## src/rtl/sigmoid_pkg.sv

```systemverilog
// Shared Q8.8 constants and the neuron MAC FSM encoding. The sigmoid stage
// and its bench import the same constants.
package sigmoid_pkg;

    localparam int FRAC  = 8;
    localparam int Q_ONE = 256;
    localparam int Q_MAX = 32767;
    localparam int Q_MIN = -32768;

    // IDLE waits for a first beat; ACCUM is inside a vector.
    typedef enum logic {
        IDLE  = 1'b0,
        ACCUM = 1'b1
    } mac_state_t;

endpackage : sigmoid_pkg

```

## src/rtl/sigmoid_neuron_mac_if.sv

```systemverilog
// Beat stream into the neuron MAC and pre-activation stream out of it.
// master = upstream feeder, slave = the MAC itself.
interface sigmoid_neuron_mac_if #(
    parameter int DATA_W = 16
);
    logic                     valid_in;
    logic                     first_in;
    logic                     last_in;
    logic signed [DATA_W-1:0] a_in;
    logic signed [DATA_W-1:0] w_in;
    logic signed [DATA_W-1:0] bias_in;
    logic signed [DATA_W-1:0] x_out;
    logic                     valid_out;
    logic                     sat_out;
    logic                     err_out;

    modport master (
        output valid_in, first_in, last_in, a_in, w_in, bias_in,
        input  x_out, valid_out, sat_out, err_out
    );

    modport slave (
        input  valid_in, first_in, last_in, a_in, w_in, bias_in,
        output x_out, valid_out, sat_out, err_out
    );
endinterface : sigmoid_neuron_mac_if

```

## src/rtl/q_round_sat.sv

```systemverilog
// Combinational quantiser: takes a wide fixed-point sum with 2*FRAC fraction
// bits, rounds half toward +inf to FRAC fraction bits and clamps to the
// signed DATA_W range.
module q_round_sat #(
    parameter int ACC_W  = 40,
    parameter int DATA_W = 16,
    parameter int FRAC   = 8
) (
    input  logic signed [ACC_W-1:0]  i_acc,
    output logic signed [DATA_W-1:0] o_q,
    output logic                     o_sat
);

    localparam logic signed [ACC_W-1:0] HALF =
        {{(ACC_W-1){1'b0}}, 1'b1} << (FRAC - 1);
    localparam logic signed [ACC_W-1:0] MAX_EXT =
        {{(ACC_W-DATA_W+1){1'b0}}, {(DATA_W-1){1'b1}}};
    localparam logic signed [ACC_W-1:0] MIN_EXT =
        {{(ACC_W-DATA_W+1){1'b1}}, {(DATA_W-1){1'b0}}};

    logic signed [ACC_W-1:0] w_biased;
    logic signed [ACC_W-1:0] w_shift;

    // Adding half an LSB before the arithmetic shift gives round-half-up.
    assign w_biased = i_acc + HALF;
    assign w_shift  = w_biased >>> FRAC;

    // Clamp to the output range and flag whenever clamping happened.
    always_comb begin
        // NOTE: every output gets a default first so no path leaves it
        // unassigned, which would otherwise infer a latch.
        o_q   = w_shift[DATA_W-1:0];
        o_sat = 1'b0;
        if (w_shift > MAX_EXT) begin
            o_q   = MAX_EXT[DATA_W-1:0];
            o_sat = 1'b1;
        end else if (w_shift < MIN_EXT) begin
            o_q   = MIN_EXT[DATA_W-1:0];
            o_sat = 1'b1;
        end
    end

endmodule : q_round_sat

```

## src/rtl/sigmoid_neuron_mac.sv

```systemverilog
// Neuron multiply-accumulate feeding the sigmoid stage. Streams (a, w) beats,
// accumulates bias + sum(a*w) and emits one rounded, saturated Q8.8 sample
// per completed vector. Pipeline: S1 multiply, S2 accumulate, S3 quantise.
module sigmoid_neuron_mac #(
    parameter int DATA_W = 16,
    parameter int ACC_W  = 40,
    parameter int FRAC   = 8
) (
    input logic               clk,
    input logic               rst_n,
    sigmoid_neuron_mac_if.slave bus
);
    import sigmoid_pkg::*;

    localparam int PROD_W = 2 * DATA_W;

    mac_state_t r_state;
    mac_state_t w_state_nxt;
    logic       w_accept;
    logic       w_err;

    logic signed [PROD_W-1:0] w_prod;
    logic signed [ACC_W-1:0]  w_bias_sh;

    logic                     r_s1_valid;
    logic                     r_s1_first;
    logic                     r_s1_last;
    logic signed [PROD_W-1:0] r_s1_prod;
    logic signed [ACC_W-1:0]  r_s1_bias;
    logic                     r_err;

    logic signed [ACC_W-1:0]  w_prod_ext;
    logic signed [ACC_W-1:0]  r_acc;
    logic                     r_s2_valid;

    logic signed [DATA_W-1:0] w_q;
    logic                     w_sat;
    logic signed [DATA_W-1:0] r_x;
    logic                     r_sat;
    logic                     r_valid_out;

    // FSM state register.
    always_ff @(posedge clk or negedge rst_n) begin
        if (!rst_n) begin
            r_state <= IDLE;
        end else begin
            // NOTE: clocked state uses non-blocking assignments so every
            // register samples pre-edge values regardless of block order.
            r_state <= w_state_nxt;
        end
    end

    // Beat acceptance, protocol-error detection and next-state decode.
    always_comb begin
        w_state_nxt = r_state;
        w_accept    = 1'b0;
        w_err       = 1'b0;
        if (bus.valid_in) begin
            unique case (r_state)
                IDLE: begin
                    if (bus.first_in) begin
                        w_accept    = 1'b1;
                        w_state_nxt = bus.last_in ? IDLE : ACCUM;
                    end else begin
                        // Orphan beat with no vector open: drop it.
                        w_err = 1'b1;
                    end
                end
                ACCUM: begin
                    // A first beat here restarts the vector; S2 reloads
                    // the accumulator so the partial sum is abandoned.
                    w_accept    = 1'b1;
                    w_err       = bus.first_in;
                    w_state_nxt = bus.last_in ? IDLE : ACCUM;
                end
                default: w_state_nxt = IDLE;
            endcase
        end
    end

    assign w_prod    = bus.a_in * bus.w_in;
    assign w_bias_sh = {{(ACC_W-DATA_W){bus.bias_in[DATA_W-1]}}, bus.bias_in} <<< FRAC;

    // S1: register the product, framing bits, aligned bias and error pulse.
    always_ff @(posedge clk or negedge rst_n) begin
        if (!rst_n) begin
            r_s1_valid <= 1'b0;
            r_s1_first <= 1'b0;
            r_s1_last  <= 1'b0;
            r_s1_prod  <= '0;
            r_s1_bias  <= '0;
            r_err      <= 1'b0;
        end else begin
            r_s1_valid <= w_accept;
            r_s1_first <= bus.first_in;
            r_s1_last  <= bus.last_in;
            r_s1_prod  <= w_prod;
            r_s1_bias  <= w_bias_sh;
            r_err      <= w_err;
        end
    end

    assign w_prod_ext = {{(ACC_W-PROD_W){r_s1_prod[PROD_W-1]}}, r_s1_prod};

    // S2: reload on the first beat, accumulate otherwise, hold across gaps.
    always_ff @(posedge clk or negedge rst_n) begin
        if (!rst_n) begin
            r_acc      <= '0;
            r_s2_valid <= 1'b0;
        end else begin
            r_s2_valid <= r_s1_valid & r_s1_last;
            if (r_s1_valid) begin
                r_acc <= r_s1_first ? (r_s1_bias + w_prod_ext)
                                    : (r_acc + w_prod_ext);
            end
        end
    end

    q_round_sat #(
        .ACC_W (ACC_W),
        .DATA_W(DATA_W),
        .FRAC  (FRAC)
    ) u_q_round_sat (
        .i_acc(r_acc),
        .o_q  (w_q),
        .o_sat(w_sat)
    );

    // S3: capture the quantised sum when a vector completes.
    always_ff @(posedge clk or negedge rst_n) begin
        if (!rst_n) begin
            r_x         <= '0;
            r_sat       <= 1'b0;
            r_valid_out <= 1'b0;
        end else begin
            r_valid_out <= r_s2_valid;
            if (r_s2_valid) begin
                r_x   <= w_q;
                r_sat <= w_sat;
            end
        end
    end

    assign bus.x_out     = r_x;
    assign bus.sat_out   = r_sat;
    assign bus.valid_out = r_valid_out;
    assign bus.err_out   = r_err;

endmodule : sigmoid_neuron_mac

```

## src/flat_wrapper.sv

```systemverilog
// flat-port wrapper written by rule: the top's interface ports become plain ports
module sigmoid_neuron_mac_flat import sigmoid_pkg::*;
#(
    parameter int DATA_W = 16,
    parameter int ACC_W  = 40,
    parameter int FRAC   = 8
)
  (clk, rst_n, bus_valid_in, bus_first_in, bus_last_in, bus_a_in, bus_w_in, bus_bias_in, bus_x_out, bus_valid_out, bus_sat_out, bus_err_out);
  sigmoid_neuron_mac_if #(.DATA_W(DATA_W)) bus_i ();
  input logic clk;
  input logic rst_n;
  input wire logic [$bits(bus_i.valid_in)-1:0] bus_valid_in;
  input wire logic [$bits(bus_i.first_in)-1:0] bus_first_in;
  input wire logic [$bits(bus_i.last_in)-1:0] bus_last_in;
  input wire logic [$bits(bus_i.a_in)-1:0] bus_a_in;
  input wire logic [$bits(bus_i.w_in)-1:0] bus_w_in;
  input wire logic [$bits(bus_i.bias_in)-1:0] bus_bias_in;
  output wire logic [$bits(bus_i.x_out)-1:0] bus_x_out;
  output wire logic [$bits(bus_i.valid_out)-1:0] bus_valid_out;
  output wire logic [$bits(bus_i.sat_out)-1:0] bus_sat_out;
  output wire logic [$bits(bus_i.err_out)-1:0] bus_err_out;
  assign bus_i.valid_in = bus_valid_in;
  assign bus_i.first_in = bus_first_in;
  assign bus_i.last_in = bus_last_in;
  assign bus_i.a_in = bus_a_in;
  assign bus_i.w_in = bus_w_in;
  assign bus_i.bias_in = bus_bias_in;
  assign bus_x_out = bus_i.x_out;
  assign bus_valid_out = bus_i.valid_out;
  assign bus_sat_out = bus_i.sat_out;
  assign bus_err_out = bus_i.err_out;
  sigmoid_neuron_mac #(.DATA_W(DATA_W), .ACC_W(ACC_W), .FRAC(FRAC)) u_core (.clk(clk), .rst_n(rst_n), .bus(bus_i));
endmodule
```

## config.mk

```make
export PLATFORM = sky130hd
export DESIGN_NAME = sigmoid_neuron_mac_flat
export DESIGN_NICKNAME = d
export VERILOG_FILES = /design/src/rtl/sigmoid_pkg.sv /design/src/rtl/sigmoid_neuron_mac_if.sv /design/src/rtl/q_round_sat.sv /design/src/rtl/sigmoid_neuron_mac.sv /design/src/flat_wrapper.sv
export SDC_FILE = /design/constraint.sdc
export NUM_CORES = 1
export LEC_CHECK = 0
export CAP_MARGIN = 10
export CORE_MARGIN = 5
export CORE_UTILIZATION = 60
export DETAILED_ROUTE_END_ITERATION = 16
export PLACE_DENSITY = 0.83
export SLEW_MARGIN = 20
export SYNTH_ARGS = -nofsm -noshare
export SYNTH_HDL_FRONTEND = slang
export SYNTH_SLANG_ARGS = --single-unit
```

## constraint.sdc

```tcl
create_clock -name clk -period 6 [get_ports clk]
set_input_delay 1.2 -clock clk [delete_from_list [all_inputs] [get_ports clk]]
set_output_delay 1.2 -clock clk [all_outputs]
set_load 0.005 [all_outputs]
```

==> results.cfg, run 1 <==
[global_routing]
antenna_found_initial = 0
grt_max_degree = 65
grt_use_total_pct = 27.3
busiest_layer = met2
met2_usage_pct = 48.1
grt_overflow = 0
grt_pass1_wl_mm = 75.2
use_met1_pct = 35.1
grt_use_met3_pct = 3.53
first_global_vias = 15700

[yosys]
yosysMostFrequentCell = inv_1
ys_top_cells_by_area = fa_1 30%, dfrtp_1 16%, ha_1 10%, inv_1 7.5%, and2_1 4.5%
synthesis.nets = 2451
synth_common_cells = 356 x inv_1, 264 x fa_1, 194 x nand2_1
synthAdderAreaFrac_pct = 40.1
synth_top_area_share_pct = 29.7
async_reset_ff_share_pct = 100
synth_area_leader_cell = fa_1
synth_top_family_by_area = adder cells
synth_xor_area_share_pct = 4.78
synth_seq_cells = 112
avgSynthCellArea_sq_um = 8.95
syn-cell-area_sq_um = 17800
synth_compound_area_share_pct = 12.9
synth-main-ff-cell = dfrtp_1
yosysSeqAreaShare_pct = 15.8
synth_mux_area_share_pct = 0.767
synth_cell_types = 79
yosys_warnings = 0
synth_simple_gate_area_share_pct = 16.8
netlist_instances = 1987
synth_edf_count = 0

[drt]
via_count = 14900
viasPerCell = 5.67
drtPass1Iterations = 5
drt-initial-drc-count = 965
ant_nets = 0
wl_per_cell_um = 17.9
drc = 0
routed_wl_mm = 46.8

[sta]
fin_skew_ns = 0.0101
fin_crit_sh_pct = 109
setup_slack_ns = -0.562
finalSetupViolations = 13
finalHoldViolCount = 0
drv_slew = 0
slew_headroom_pct = 34.0
fmax_ghz = 0.152
layout_min_cycle_time_ns = 6.56
rsz0062_at_grt = yes
tightest_slew_ns = 0.990

[placement]
gp_congestion = 0.971
io_buffer_count = 71
dp_worst_setup_slack_ns = -1.42
hpwl_mm = 36.1

[status]
status = finished, violations left
violations = setup timing

[critical_path]
endpoint_kind = register
worst_path_max_delay_cell = fa_1
critical-path-max-stage-delay_ns = 0.55
worst-r2r-cell-count = 13
cp_num_buf_inv = 6
path_max_fanout = 5
crit_top_cell = fa_1
crit_type = input pin to register
path_delay_family = adder cells
reg2reg_from = u_core.r_s1_prod[8]$_DFF_PN0_
cp-endpoint = u_core.r_s1_prod[30]$_DFF_PN0_
cp_data_arrival_time_ns = 6.84
worst-path-stages = 24
cp_cell_sequence = buf_8, buf_6, and2_4, fa_1, inv_1, fa_1, inv_2, fa_1, fa_1, fa_1, inv_2, fa_1, inv_2, ha_4, a21o_1, a21oi_4, o21bai_4, nor3_4, a21oi_2, a221oi_2, a21oi_2, o21a_1, nor2_1, xnor2_1
r2r-end = u_core.r_acc[32]$_DFFE_PN0P_
rrSetupSlack_ns = 2.35
start_kind = input pin
critical_path_required_ns = 6.28
worstSetupStartpoint = bus_a_in[9]

[die]
initial_core_util_pct = 60.3
core_sq_um = 29500
design.die.area_sq_um = 33200
pin_count = 72
dieWidth_um = 182
rows = 63
dieHeight_um = 182

[final_layout]
final.fill_count = 2004
n_antenna_cell = 0
syn_to_final_growth_pct = 21.0
drive_above_1_share_pct = 21.0
finalNetCount = 2689

[cts]
root_buffer = clkbuf_16
cts_buffers = 9
ctsHoldBuffers = 0
clock-sinks = 112
htreeDepth = 3
tritoncts = yes
cts_buffer_depth = 2
clk_latency_ns = 0.36
clk_pin_slew_ns = 0.08

[hold_path]
hp-class = register to register

[flow_run]
max-cap-violations = 0
==> layout by cell type (no fill, tap or decap), types with 64 or more instances in the layout <==
| cell | count |
|---|---|
| nor2_1 | 90 |
| fa_1 | 244 |
| and2_1 | 101 |
| ha_1 | 121 |
| buf_4 | 174 |
| inv_1 | 301 |
| dfrtp_1 | 111 |
| a21oi_1 | 96 |
| nand2_1 | 177 |
| xnor2_1 | 64 |
==> cell families (layout without fill, tap and decap cells) <==
logic type / Yosys count / count (layout)
simple gates: 589 / 589
buf+inv: 418 / 661
fa+ha+maj: 411 / 411
compound gates: 347 / 347
flops: 112 / 112
xor+xnor: 97 / 97
mux: 13 / 13
==> sequential cells by signal, summed over array words and instances, names as in the netlist <==
register              cells
u_core.bus.err_out        1
u_core.bus.sat_out        1
u_core.bus.valid_out      1
u_core.bus.x_out         16
u_core.r_acc             40
u_core.r_s1_bias         16
u_core.r_s1_first         1
u_core.r_s1_last          1
u_core.r_s1_prod         32
u_core.r_s1_valid         1
u_core.r_s2_valid         1
u_core.r_state            1
==> layer usage <==
layer  vias up  wire (um)
li1       6883          -
met1      7318      19300
met2       528      23400
met3       127       2580
met4         0       1550
met5         -          0
==> what timing repair did <==
action / 4_1_cts / 5_1_grt
endpoints found under the setup margin: 22 / 19
pin swaps: 118 / 101
resized for setup: 235 / 127
hold endpoints to repair: 0 / 0
setup buffers: 30 / 21
cloned: 5 / 0
==> layout make-up <==
| type | count | area [sq um] | share of cell area, % |
|---|---|---|---|
| Inverter | 356 | 1340 | 6.24 |
| Multi-Input combinational cell | 1457 | 14100 | 65.6 |
| Tap cell | 390 | 488 | 2.27 |
| Clock inverter | 7 | 61.3 | 0.285 |
| Sequential cell | 112 | 2800 | 13.0 |
| Timing Repair Buffer | 289 | 2470 | 11.5 |
| Clock buffer | 9 | 225 | 1.05 |
==> worst min-delay path by stage <==
stage | from | end | slack, ns | cells after the start
4_1_cts | u_core.bus.x_out[15]$_DFFE_PN0P_ | u_core.bus.x_out[15]$_DFFE_PN0P_ | 0.49 | 1
2_1_floorplan | u_core.r_s1_last$_DFF_PN0_ | u_core.r_s2_valid$_DFF_PN0_ | 0.43 | 1
6_report | u_core.bus.x_out[15]$_DFFE_PN0P_ | u_core.bus.x_out[15]$_DFFE_PN0P_ | 0.48 | 1
3_5_place_dp | u_core.bus.x_out[15]$_DFFE_PN0P_ | u_core.bus.x_out[15]$_DFFE_PN0P_ | 0.47 | 1
3_3_place_gp | u_core.bus.x_out[15]$_DFFE_PN0P_ | u_core.bus.x_out[15]$_DFFE_PN0P_ | 0.46 | 1
5_1_grt | u_core.bus.x_out[15]$_DFFE_PN0P_ | u_core.bus.x_out[15]$_DFFE_PN0P_ | 0.51 | 1
==> stage by stage <==
step | instances | TNS [ns] | hold slack, ns | instance area (sq um) | util [%]
after floorplan | 1987 | -2.00 | 0.428 | 18200 | -
after global placement | 2552 | -20.26 | 0.461 | 20200 | 68.6
after detailed placement | 2552 | -22.36 | 0.471 | 20200 | 68.6
after CTS | 2601 | -3.11 | 0.488 | 21100 | 71.5
after global routing | 2620 | -6.11 | 0.514 | 21500 | 73.0
final | 2620 | -4.14 | 0.480 | 21500 | 73.0
Power of run 1 is left out: the tool's default activity adds up to more than one toggle a clock period on the data nets, which glitch-free logic cannot reach.
==> run 2: changes to the inputs <==
--- a/config.mk
+++ b/config.mk
@@ -5,6 +5,7 @@
 export SDC_FILE = /design/constraint.sdc
 export NUM_CORES = 1
 export LEC_CHECK = 0
+export ABC_CLOCK_PERIOD_IN_PS = 6000
 export CAP_MARGIN = 10
 export CORE_MARGIN = 5
 export CORE_UTILIZATION = 60
==> results of run 2 <==
The final DEF is identical to that of run 1; final timing and power are the same.
Power of run 2 is left out for the same reason.
==> run 3: changes to the inputs <==
--- a/config.mk
+++ b/config.mk
@@ -10,7 +10,7 @@
 export CORE_MARGIN = 5
 export CORE_UTILIZATION = 60
 export DETAILED_ROUTE_END_ITERATION = 16
-export PLACE_DENSITY = 0.83
+export PLACE_DENSITY = 0.79
 export SLEW_MARGIN = 20
 export SYNTH_ARGS = -nofsm -noshare
 export SYNTH_HDL_FRONTEND = slang
==> run 3 against run 2 <==
Compared with the run above: the run still ends with setup timing left; highest routed layer unchanged; largest cell class unchanged; hold slack better by 0.0012 ns; die area unchanged; register-to-register slack about the same; global-route usage increased by 0.066 points; critical path type unchanged; non-clock buffer count is 9 lower.
==> results.cfg, run 3 (synthesis gave the netlist of run 1 again) <==
[status]
status = finished, violations left
violations = setup timing

[die]
initial_core_util_pct = 60.3
dieWidth_um = 182
pin_count = 72
rows = 63
core_sq_um = 29500
design.die.area_sq_um = 33200
dieHeight_um = 182

[critical_path]
path_max_fanout = 4
r2r-end = u_core.r_acc[32]$_DFFE_PN0P_
worstSetupStartpoint = bus_w_in[3]
cp_data_arrival_time_ns = 6.78
rrSetupSlack_ns = 2.36
crit_type = input pin to register
endpoint_kind = register
start_kind = input pin
critical_path_required_ns = 6.24
cp-endpoint = u_core.r_s1_prod[29]$_DFF_PN0_
reg2reg_from = u_core.r_s1_prod[8]$_DFF_PN0_
worst-r2r-cell-count = 13

[global_routing]
grt_overflow = 0
first_global_vias = 15500
grt_use_total_pct = 27.4
grt_max_degree = 65
use_met1_pct = 36.3
grt_pass1_wl_mm = 75.3
met2_usage_pct = 48.2
busiest_layer = met2
grt_use_met3_pct = 3.21
antenna_found_initial = 0

[sta]
fin_crit_sh_pct = 109
fmax_ghz = 0.153
rsz0062_at_grt = yes
slew_headroom_pct = 29.2
hold_ws_ns = 0.481
setup_slack_ns = -0.544
finalSetupViolations = 17
finalHoldViolCount = 0
fin_skew_ns = 0.0104
drv_slew = 0
layout_min_cycle_time_ns = 6.54
tightest_slew_ns = 1.06

[drt]
drt-initial-drc-count = 1021
via_count = 14800
routed_wl_mm = 46.2
drtPass1Iterations = 5
viasPerCell = 5.66
drc = 0
wl_per_cell_um = 17.7
ant_nets = 0

[cts]
clock-sinks = 112
clk_latency_ns = 0.36
clk_pin_slew_ns = 0.07
ctsHoldBuffers = 0
cts_buffer_depth = 2
tritoncts = yes
cts_buffers = 9
htreeDepth = 3
root_buffer = clkbuf_16

[placement]
io_buffer_count = 71
hpwl_mm = 35.4
dpl-instance-area_sq_um = 20200
dp_worst_setup_slack_ns = -1.39
gp_congestion = 0.967

[final_layout]
mostFrequentLayoutCell = inv_1
mostFrequentLayoutCells = 312 x inv_1, 246 x fa_1, 180 x nand2_1
fin_util_pct = 73.0
final_area_sq_um = 21500
reg_top3 = u_core.r_acc: 40 flops, u_core.r_s1_prod: 32 flops
largest_reg_flops = 40
n_antenna_cell = 0
finalNetCount = 2680
drive_above_1_share_pct = 19.9
regMostFlops = u_core.r_acc
syn_to_final_growth_pct = 21.1

[hold_path]
hp-class = register to register

[flow_run]
max-cap-violations = 0
## run 3: repair_timing
| item | in CTS | in global routing |
|---|---|---|
| gates resized for setup | 232 | 130 |
| buffers inserted | 32 | 26 |
| setup endpoints to repair | 22 | 18 |
| pin swaps | 119 | 121 |
| cloned | 4 | 0 |
## run 3: final cells by class
class	count	area, sq um
multi-input cells	1457	14100
fillers	2053	7950
flip-flops and latches	112	2800
repair buffers	280	2460
inverters	356	1340
well taps	390	488
clock buffers	9	225
clock inverters	7	100
## run 3: routing by layer
layer | wire length (um) | share of wire, % | up-vias
met5 | 0 | 0 | -
met4 | 1220 | 2.6 | 0
met3 | 2430 | 5.3 | 109
met2 | 23200 | 50 | 496
met1 | 19300 | 42 | 7311
li1 | - | - | 6859
## run 3: worst min-delay path by stage
stage / start / endpoint / slack (ns) / cells past startpoint
3_3_place_gp: u_core.bus.x_out[15]$_DFFE_PN0P_ / u_core.bus.x_out[15]$_DFFE_PN0P_ / 0.46 / 1
5_1_grt: u_core.bus.x_out[15]$_DFFE_PN0P_ / u_core.bus.x_out[15]$_DFFE_PN0P_ / 0.50 / 1
2_1_floorplan: u_core.r_s1_last$_DFF_PN0_ / u_core.r_s2_valid$_DFF_PN0_ / 0.43 / 1
4_1_cts: u_core.bus.x_out[15]$_DFFE_PN0P_ / u_core.bus.x_out[15]$_DFFE_PN0P_ / 0.49 / 1
3_5_place_dp: u_core.bus.x_out[15]$_DFFE_PN0P_ / u_core.bus.x_out[15]$_DFFE_PN0P_ / 0.47 / 1
6_report: u_core.bus.x_out[15]$_DFFE_PN0P_ / u_core.bus.x_out[15]$_DFFE_PN0P_ / 0.48 / 1
## run 3: stage by stage
stage | std cells | setup TNS [ns]
after floorplan | 1987 | -2.00
after global placement | 2546 | -21.87
after detailed placement | 2546 | -23.42
after CTS | 2596 | -3.25
after global routing | 2611 | -7.83
final | 2611 | -4.76
## run 3: critical path, stage by stage
cell and delay, ns:
buf_8 0.10, buf_12 0.12, and2_4 0.15, fa_1 0.54, inv_2 0.07, buf_6 0.12
buf_4 0.12, fa_1 0.47, inv_1 0.05, fa_1 0.47, fa_1 0.50, fa_1 0.51
inv_2 0.04, fa_1 0.48, inv_2 0.04, ha_4 0.21, a21o_1 0.18, a21o_1 0.17
a21o_1 0.17, a21o_1 0.16, a21oi_2 0.17, o211ai_1 0.16, a21oi_2 0.21, o21ai_2 0.08
buf_4 0.14, xor2_1 0.14
Power of run 3 is left out for the same reason.
